$ cat src/rtl/load_store_unit.sv
// RV32I load/store unit: one request at a time, alignment check, byte-lane store
// masking/replication and load extraction with sign/zero extension.
module load_store_unit #(
  parameter int ADDR_W = 32
) (
  input  logic              clk,
  input  logic              rst_n,
  input  logic              req_valid,
  output logic              req_ready,
  input  logic              req_store,
  input  logic [2:0]        req_funct3,
  input  logic [ADDR_W-1:0] req_addr,
  input  logic [31:0]       req_wdata,
  output logic              resp_valid,
  output logic              resp_err,
  output logic [31:0]       resp_rdata,
  output logic [ADDR_W-1:0] mem_addr,
  output logic [3:0]        mem_we,
  output logic [31:0]       mem_wdata,
  input  logic [31:0]       mem_rdata
);

  typedef enum logic [1:0] {IDLE, ACCESS, READ, DONE} state_t;

  state_t            state_q, state_d;
  logic [ADDR_W-1:0] addr_q;
  logic [2:0]        funct3_q;
  logic              store_q;
  logic [31:0]       wdata_q;
  logic              err_q;
  logic [31:0]       rdata_q;
  logic              accept;
  logic              req_illegal;

  function automatic logic illegal_req(input logic st, input logic [2:0] f3,
                                       input logic [1:0] a);
    logic bad_f3, bad_align;
    bad_f3    = (f3 == 3'b011) || (f3[2:1] == 2'b11) || (st && f3[2]);
    bad_align = ((f3[1:0] == 2'b01) && a[0]) ||
                ((f3[1:0] == 2'b10) && (a != 2'b00));
    return bad_f3 || bad_align;
  endfunction

  function automatic logic [3:0] store_mask(input logic [2:0] f3, input logic [1:0] o);
    case (f3[1:0])
      2'b00:   return 4'b0001 << o;
      2'b01:   return o[1] ? 4'b1100 : 4'b0011;
      2'b10:   return 4'b1111;
      default: return 4'b0000;
    endcase
  endfunction

  function automatic logic [31:0] store_data(input logic [2:0] f3, input logic [31:0] wd);
    case (f3[1:0])
      2'b00:   return {4{wd[7:0]}};
      2'b01:   return {2{wd[15:0]}};
      default: return wd;
    endcase
  endfunction

  // Signed views of the shifted lane give the sign extension for LB/LH.
  function automatic logic [31:0] load_extract(input logic [2:0] f3, input logic [1:0] o,
                                               input logic [31:0] rd);
    logic [31:0]        s;
    logic signed [7:0]  sb;
    logic signed [15:0] sh;
    s  = rd >> {o, 3'b000};
    sb = s[7:0];
    sh = s[15:0];
    case (f3)
      3'b000:  return 32'(sb);
      3'b001:  return 32'(sh);
      3'b010:  return s;
      3'b100:  return {24'h0, s[7:0]};
      3'b101:  return {16'h0, s[15:0]};
      default: return 32'h0;
    endcase
  endfunction

  assign req_illegal = illegal_req(req_store, req_funct3, req_addr[1:0]);

  always_comb begin
    state_d    = state_q;
    req_ready  = (state_q == IDLE);
    accept     = req_valid && (state_q == IDLE);
    resp_valid = (state_q == DONE);
    resp_err   = (state_q == DONE) && err_q;
    mem_we     = 4'b0000;
    case (state_q)
      IDLE:    if (accept) state_d = req_illegal ? DONE : ACCESS;
      ACCESS: begin
        if (store_q && rst_n) mem_we = store_mask(funct3_q, addr_q[1:0]);
        state_d = store_q ? DONE : READ;
      end
      READ:    state_d = DONE;
      DONE:    state_d = IDLE;
      default: state_d = IDLE;
    endcase
  end

  assign mem_addr   = {addr_q[ADDR_W-1:2], 2'b00};
  assign mem_wdata  = store_data(funct3_q, wdata_q);
  assign resp_rdata = rdata_q;

  // Request capture, FSM state and the held load result.
  always_ff @(posedge clk) begin
    if (!rst_n) begin
      state_q  <= IDLE;
      addr_q   <= '0;
      funct3_q <= 3'b000;
      store_q  <= 1'b0;
      wdata_q  <= 32'h0;
      err_q    <= 1'b0;
      rdata_q  <= 32'h0;
    end else begin
      state_q <= state_d;
      if (accept) begin
        addr_q   <= req_addr;
        funct3_q <= req_funct3;
        store_q  <= req_store;
        wdata_q  <= req_wdata;
        err_q    <= req_illegal;
        if (req_illegal) rdata_q <= 32'h0;
      end
      if (state_q == ACCESS && store_q) rdata_q <= 32'h0;
      if (state_q == READ) rdata_q <= load_extract(funct3_q, addr_q[1:0], mem_rdata);
    end
  end

endmodule

$ cat config.mk
export PLATFORM = sky130hd
export DESIGN_NAME = load_store_unit
export DESIGN_NICKNAME = d
export VERILOG_FILES = /design/src/rtl/load_store_unit.sv
export SDC_FILE = /design/constraint.sdc
export NUM_CORES = 1
export LEC_CHECK = 0
export ABC_CLOCK_PERIOD_IN_PS = 3540
export BUFFER_PORTS_ARGS = -buffer_cell sky130_fd_sc_hd__buf_4
export CAP_MARGIN = 5
export CORE_UTILIZATION = 34
export CTS_BUF_LIST = sky130_fd_sc_hd__clkbuf_4 sky130_fd_sc_hd__clkbuf_8
export DETAILED_ROUTE_END_ITERATION = 12
export PLACE_DENSITY = 0.66
export SLEW_MARGIN = 20
export SYNTH_ARGS = -nofsm -noshare
export SYNTH_HDL_FRONTEND = slang
export SYNTH_SLANG_ARGS = --single-unit
$ cat constraint.sdc
create_clock -name clk -period 3.54 [get_ports clk]
set_clock_uncertainty 0.05 [all_clocks]
set_input_delay 0.354 -clock clk [delete_from_list [all_inputs] [get_ports clk]]
set_output_delay 0.354 -clock clk [all_outputs]
set_load 0.005 [all_outputs]
## Word level (Yosys, flattened, before mapping)

Cells that the tools add are included.

- $add $sub $neg: 0
- Shifts and indexed selects: 2
- Order comparisons: 0
- Multiplexer cells: 14
- Div/mod/pow operators: 0
- Reduce and logical (&&, ||, !) cells: 18
- Bitwise gates (word level): 0
- Equality and inequality tests: 14
- $mul: 0

Operator list:

| cell | number |
|---|---|
| case mux 32 bit (5 select lines) | 1 |
| 2-to-1 mux 32 bit | 4 |
| case mux 32 bit (2 select lines) | 1 |
| >> shifter 32 x 5 -> 32 bit | 1 |
| 2-to-1 mux 4 bit | 3 |
| case mux 4 bit (3 select lines) | 1 |
| == test 2 bit, second input constant | 5 |
| case mux 2 bit (4 select lines) | 1 |
| logical AND 1 bit | 7 |
| == test 2 x 1 -> 1 bit, second input constant | 3 |
| == test 3 x 2 -> 1 bit, second input constant | 2 |
| == test 3 bit, second input constant | 2 |
| nonzero test 3 bit | 2 |
| zero test 2 bit | 2 |
| logical OR 1 bit | 4 |
| 2-to-1 mux 2 bit | 2 |
| << shifter 1 x 2 -> 4 bit, first input constant | 1 |
| == test 3 x 1 -> 1 bit, second input constant | 1 |
| zero test 3 bit | 1 |
| inequality test 2 x 1 -> 1 bit, second input constant | 1 |
| AND reduction 2 bit | 1 |
| nonzero test 2 bit | 1 |
| 2-to-1 mux 1 bit | 1 |

- ROM bits: 0
- Memories kept: 0
- Word-level logic and storage cells: 55
- Register bits: 103
- Output and inout port bits: 103
- Input port bits: 103
- Bits in writable memories: 0
- Bits in latches: 0

## Logic depth before layout (Yosys ltp)

Gate-level depths: netlist of the first run.

- Depth in word-level cells: 8
- Depth in mapped cells: 8
- Gate-level depth less buffers: 6

## Least setup slack after synthesis of the first run

No wires, ideal clock.

- Path kind: reg2reg
- Start point: reg state_q[0]
- End point: reg rdata_q[21] (netlist: resp_rdata[21])
- Period minus slack after synthesis: 2.055 ns
- Library setup time: 0.122 ns
- Slack: 1.485 ns
- Stages on the path, launching flop included: 9
- Path buffers: 2
- Arrival time: 1.884 ns
- Required time: 3.368 ns
- Cells stage by stage: dfxtp_1 -> inv_1 -> ha_1 -> nand2_2 -> o31a_4 -> and2_1 -> buf_6 -> buf_6 -> a221o_1

- Cells in the longest elaborated chain, start to end: 4
- Elaborated cells between the ends (all ways): 10
- Classes of those cells: eq/ne: 2; mux: 2; reduce/logical: 6

Ends and longest elaborated chain:

| what | RTL line | text |
|---|---|---|
| start, declared | 25 | `state_t state_q, state_d;` |
| start signal, assigned | 116 | `state_q <= state_d;` |
| zero test 2 bit | -- |  |
| via req_ready | 9 | `output logic req_ready,` |
| logical AND 1 bit | 85 | `accept = req_valid && (state_q == IDLE);` |
| nonzero test 3 bit (no source line) | -- |  |
| AND reduction 2 bit (no source line) | -- |  |
| end signal, assigned | 126 | `if (state_q == READ) rdata_q <= load_extract(funct3_q, addr_q[1:0], mem_rdata);` |
| end, declared | 31 | `logic [31:0] rdata_q;` |

The timed path passes the listed nets, and every way through them passes these cells.
A chain may end at the register's enable or synchronous reset.

## Worst setup path after layout of the first run

- Start point: reg addr_q[1]
- End point: reg rdata_q[18] (netlist: resp_rdata[18])

- Cells in the longest elaborated chain, start to end: 3

Ends and longest elaborated chain:

| what | RTL line | text |
|---|---|---|
| start, declared | 26 | `logic [ADDR_W-1:0] addr_q;` |
| start signal, assigned | 118 | `addr_q <= req_addr;` |
| >> shifter 32 x 5 -> 32 bit | 67 | `s = rd >> {o, 3'b000};` |
| case mux 32 bit (5 select lines) | 70 | `case (f3)` |
| 2-to-1 mux 32 bit | 126 |  |

Every way passes these cells.

==> metrics.cfg, run 1 <==
[timing]
tns_ns=0
rsz0062_at_grt=false
final-setup-viol-count=0
finalCritPeriodShare_pct=69.2
fin_crit_ns=2.45
tightestPinTransition_ns=1.02
relSlewSlack_pct=32.1
final_hold_viol_count=0
max_freq_mhz=408
hold_ws_ns=0.166
finalMaxSlewViolations=0

[die]
start_util_pct=35.1
dieWidth_microns=125
core-area_sq_mm=0.0146
placementRows=44
io_pins=206
dieArea_sq_mm=0.0156
die_y_microns=125

[yosys]
synth_seq_cells=103
yosysSeqAreaShare_pct=40.3
synthCells=574
synth_cell_type_count=38
synth.avg_cell_area_sq_um=8.92
synth_ff_type=dfxtp_1
ys_warn_count=0
synth_edf_count=0
syn_area_sq_mm=0.00512
synth-async-reset-ratio_pct=0

[detailed_routing]
met3_length_microns=984
num_vias=4510
totalWireLength_microns=14500
drc=0
ant_nets=0
top_layer_used=met4
drt_iter0_drc=270
post_drt_wl_per_cell_microns=16.1
dr.pass1.iters=4
wl_met2_microns=7280
avgViaCountPerCell=4.99
wl_met1_microns=6040

[setup_path]
critPathCaptureType=flop
r2r_start=addr_q[1]$_SDFFE_PN0P_
r2r_cells=4
crit_type=flop to flop
cp_data_arrival_time_ns=2.73
cp_cell_sequence=mux2_2 -> a21oi_1 -> nor4_4 -> a221o_1
worstPathRequired_ns=3.82
startpoint_type=flop
r2r-end=resp_rdata[18]$_SDFFE_PN0P_
slowest_stage=dfxtp_1
reg2reg_setup_slack_ns=1.09
worst-path-max-fanout=23
slowest_delay_ns=1.01

[job]
max_cap_viol_count=0

[grt]
grt_usage_pct=18.8
grt_max_degree=71
grt_remaining_overflow=0
antenna_found_initial=0
grt_pass1_wl_microns=23500
grt_pass1_vias=4497

[finish]
antenna_cells=0
drive_gt1_share_pct=36.9
fin_cells=903
layout.nets=822
fill_cells=1404
area_delta_synth_final_pct=29.4

[worst_hold_path]
hp-class=primary input to flop
min_from=mem_rdata[27]
whs_endpoint=resp_rdata[27]$_SDFFE_PN0P_
holdPathStages=2

[placement]
portBuffers=203
dp_cells=887
hpwl_microns=10700
gp_congestion=0.834

[clock_tree]
clk_latency_ns=0.38
cts_tree=yes
post_cts_buffers=0
root_buffer=clkbuf_8
cts_buffer_depth=2
numClockSinks=103
numCtsBuffers=9
holdBufCountCts=0
cts_resized=0
htreeDepth=3
path_clk_slew_ns=0.10

[power_and_ir_drop]
p_leak_nw=2.81
peakVddDrop_uv=264
power_density_mw_per_mm2=589
power_mw=3.90

[run_status]
status=finished, final reports clean

==> cells in the final DEF, fill, tap and decap left out, types with 11 or more instances in the layout <==
| cell | Yosys | routed |
|---|---|---|
| o21ai_0 | 20 | 20 |
| a221o_1 | 23 | 23 |
| mux2i_1 | 17 | 17 |
| a21oi_1 | 11 | 11 |
| mux2_2 | 25 | 25 |
| a21boi_0 | 68 | 68 |
| dfxtp_1 | 103 | 103 |
| nor2b_1 | 12 | 12 |
| buf_4 | 41 | 209 |
| nand2_1 | 156 | 156 |
==> report_power, final <==
| group | switching, mW | internal, mW | total (mW) |
|---|---|---|---|
| Combinational | 0.752 | 0.753 | 1.50 |
| Sequential | 0.215 | 1.41 | 1.63 |
| Clock | 0.432 | 0.339 | 0.771 |
==> flip-flops by register name (all words and copies together) (netlist names) <==
| register | cells |
|---|---|
| addr_q | 32 |
| err_q | 1 |
| funct3_q | 3 |
| resp_rdata | 32 |
| state_q | 2 |
| store_q | 1 |
| wdata_q | 32 |
==> worst max-delay path, delay by kind of cell (launching register included) <==
family           cells  cell delay (ns)
AND/OR/NAND/NOR      1             0.70
multiplexers         1             0.34
flip-flops           1             1.01
AO/OA/AOI/OAI        2             0.30
==> synth_stat cells (2+ instances only) <==
cell type  count  share of area [%]
a21boi_0      68                 10
dfxtp_1      103                 40
nor3_1         2               0.20
a22oi_1        7                1.0
buf_4         41                6.0
and2_1         4               0.49
mux2_2        25                5.5
nand2_2        2               0.24
ha_1           5                1.2
mux4_2         7                3.1
nor2_1         6               0.44
a21oi_1       11                1.1
inv_1          5               0.37
a221o_1       23                4.5
buf_6          4               0.88
buf_1          3               0.22
nor2b_1       12                1.5
clkbuf_1      26                1.9
o21ai_0       20                2.0
nand2_1      156                 11
mux2i_1       17                3.3
nand2b_1       5               0.61
buf_2          7               0.68
==> layout make-up <==
type	instances	area (sq um)	area share [%]
Tap cell	184	230	3.47
Clock inverter	6	67.6	1.02
Timing Repair Buffer	209	1570	23.7
Sequential cell	103	2060	31.1
Inverter	5	18.8	0.283
Clock buffer	10	131	1.98
Multi-Input combinational cell	386	2550	38.4
==> per-layer routing <==
metal / up-vias / global-route usage, %
li1: 2209 / -
met1: 2111 / 22.6
met2: 172 / 32.8
met3: 18 / 4.42
met4: 0 / 6.17
met5: - / 0
==> cell families after synthesis <==
family                   after synthesis  synth area share (%)
multiplexers                          49                  11.9
buffers and inverters                 86                  10.1
AND/OR/NAND/NOR                      196                  16.9
adder cells (fa/ha/maj)                5                  1.22
AO/OA/AOI/OAI                        134                  19.5
flip-flops                           103                  40.3
other                                  1                0.0733
==> worst max path at each step <==
stage	startpoint	endpoint	slack (ns)
final	addr_q[1]$_SDFFE_PN0P_	resp_rdata[18]$_SDFFE_PN0P_	1.09
after global routing	addr_q[1]$_SDFFE_PN0P_	resp_rdata[18]$_SDFFE_PN0P_	0.90
after CTS	addr_q[1]$_SDFFE_PN0P_	resp_rdata[18]$_SDFFE_PN0P_	1.08
after detailed placement	addr_q[1]$_SDFFE_PN0P_	resp_rdata[18]$_SDFFE_PN0P_	1.09
after global placement	addr_q[1]$_SDFFE_PN0P_	resp_rdata[21]$_SDFFE_PN0P_	1.22
after floorplan	state_q[0]$_SDFFE_PN0P_	resp_rdata[21]$_SDFFE_PN0P_	1.48
==> per-stage QoR <==
stage          instance area, sq um  setup WS, ns  utilization (%)
2_1_floorplan                  5120          1.48                -
3_3_place_gp                   6430          1.22             44.0
3_5_place_dp                   6430          1.09             44.0
4_1_cts                        6630          1.08             45.4
5_1_grt                        6630         0.900             45.4
6_report                       6630          1.09             45.4
Power figures use the tool's default switching activity.
==> inputs of run 2 (changes only) <==
Settings changed: ABC_CLOCK_PERIOD_IN_PS 3540 to 2040, PLACE_DENSITY 0.66 to 0.68.
Clock period 3.54 ns to 2.04 ns, I/O delays scaled along.
==> run 2 against run 1 <==
Register-to-register slack lost 0.97 ns. Largest power group is now combinational logic. Worst hold slack got worse by 0.13 ns. Sequential power grew 69%. Critical path depth grew 3. Cell count up 2.2%. Die area unchanged. Via count shrank 0.11%.
==> metrics.cfg, run 2 (same netlist as run 1, synthesis figures left out) <==
[run_status]
status=finished, final reports clean

[setup_path]
worstPathRequired_ns=2.26
r2r-end=resp_rdata[31]$_SDFFE_PN0P_
r2r_start=state_q[1]$_SDFFE_PN0P_
worst-path-max-fanout=24
startpoint_type=flop
critPathCaptureType=flop
reg2reg_setup_slack_ns=0.13
r2r_cells=7
crit_path_start=state_q[1]$_SDFFE_PN0P_
cp_data_arrival_time_ns=2.13
crit_type=flop to flop

[detailed_routing]
drc=0
totalWireLength_microns=14400
dr.pass1.iters=5
drt_iter0_drc=209
avgViaCountPerCell=4.88
num_vias=4505
ant_nets=0
post_drt_wl_per_cell_microns=15.6

[clock_tree]
numClockSinks=103
clk_latency_ns=0.37
path_clk_slew_ns=0.10
root_buffer=clkbuf_8
cts_tree=yes
cts_buffer_depth=2
htreeDepth=3
numCtsBuffers=9

[placement]
portBuffers=203
hpwl_microns=10400
gp_congestion=0.817

[die]
core-area_sq_mm=0.0146
placementRows=44
die_y_microns=125
io_pins=206
start_util_pct=35.1
dieWidth_microns=125
dieArea_sq_mm=0.0156

[grt]
grt_remaining_overflow=0
grt_pass1_wl_microns=22900
antenna_found_initial=1
grt_max_degree=73
grt_pass1_vias=4419
grt_usage_pct=18.4

[finish]
area_delta_synth_final_pct=33.4
layout.nets=842
mostFrequentLayoutCells=buf_4 (221), nand2_1 (156), dfxtp_1 (101), a21boi_0 (68), mux2_2 (25)
drive_gt1_share_pct=38.7
multi_input_area_sq_mm=0.00255
antenna_cells=0
fill_cells=1454
seq_area_sq_mm=0.00206
final_core_util_pct=46.8
final_common_cell=buf_4

[timing]
final_hold_viol_count=0
fin_crit_ns=1.91
finalMaxSlewViolations=0
tightestPinTransition_ns=0.762
relSlewSlack_pct=48.7
final-setup-viol-count=0
finalCritPeriodShare_pct=93.9
rsz0062_at_grt=true
max_freq_mhz=522

[job]
max_cap_viol_count=0

[power_and_ir_drop]
p_leak_nw=2.92
clock_power_share_pct=19.3
power_mw=6.93
switching_share_pct=34.8
p_seq_share_pct=39.8
power_density_mw_per_mm2=1010
pwr-share-comb_pct=41.0
p_sw_mw=2.41
power.internal_mw=4.52
peakVddDrop_uv=412

[worst_hold_path]
min_from=mem_rdata[27]
whs_endpoint=resp_rdata[27]$_SDFFE_PN0P_
hp-class=primary input to flop
holdPathStages=2

==> run 2: how the worst max path moves through the flow <==
| stage | slack [ns] | cells past startpoint | endpoint |
|---|---|---|---|
| after floorplan | 0.009 | 8 | resp_rdata[21]$_SDFFE_PN0P_ |
| after global placement | 0.16 | 7 | resp_rdata[11]$_SDFFE_PN0P_ |
| after detailed placement | 0.12 | 7 | resp_rdata[12]$_SDFFE_PN0P_ |
| after CTS | 0.07 | 6 | resp_rdata[31]$_SDFFE_PN0P_ |
| after global routing | -0.02 | 7 | mem_we[1] |
| final | 0.13 | 7 | resp_rdata[31]$_SDFFE_PN0P_ |
==> run 2: power by group through the flow <==
stage	clock network [mW]	logic, mW	registers (mW)
floorplan	0	1.75	2.72
global placement	0	2.82	2.80
detailed placement	0	2.85	2.80
CTS	1.41	2.87	2.75
global route	1.49	3.14	2.82
finish	1.33	2.84	2.75
==> run 2: worst max-delay path, stage by stage, from the launching register on <==
cell     delay [ns]
dfxtp_1        0.36
inv_1          0.11
ha_2           0.19
nand2_2        0.06
o31a_4         0.34
and2_1         0.16
buf_6          0.17
a221o_1        0.36
==> run 2: stage by stage <==
step                area [sq um]  hold WS, ns  worst slack, ns  setup TNS (ns)  instances
finish                      6830       0.0319            0.125               0        923
global route                6830      0.00595          -0.0230         -0.0369        923
detailed placement          6580        0.407            0.116               0        904
global placement            6580        0.401            0.160               0        904
floorplan                   5120        0.292          0.00890               0        575
CTS                         6820     0.000280           0.0663               0        923
==> run 2: metal layers <==
metal | vias up | wire length, microns | track usage, %
met5 | - | 8 | 0
met4 | 2 | 180 | 4.75
li1 | 2247 | - | -
met1 | 2093 | 6020 | 21.8
met3 | 15 | 1020 | 5.76
met2 | 148 | 7200 | 31.8
==> run 2: repair_timing <==
action | CTS | global route
endpoints found under the hold margin | 3 | 0
endpoints found under the setup margin | 10 | 15
hold buffers | 3 | 0
buffers inserted | 0 | 0
resized for setup | 2 | 4
==> run 2: cell type report <==
class | instances | share of cell area, %
Inverter | 5 | 0.275
Clock buffer | 11 | 2.13
Clock inverter | 5 | 0.824
Tap cell | 184 | 3.37
Timing Repair Buffer | 229 | 25.8
Sequential cell | 103 | 30.2
Multi-Input combinational cell | 386 | 37.4
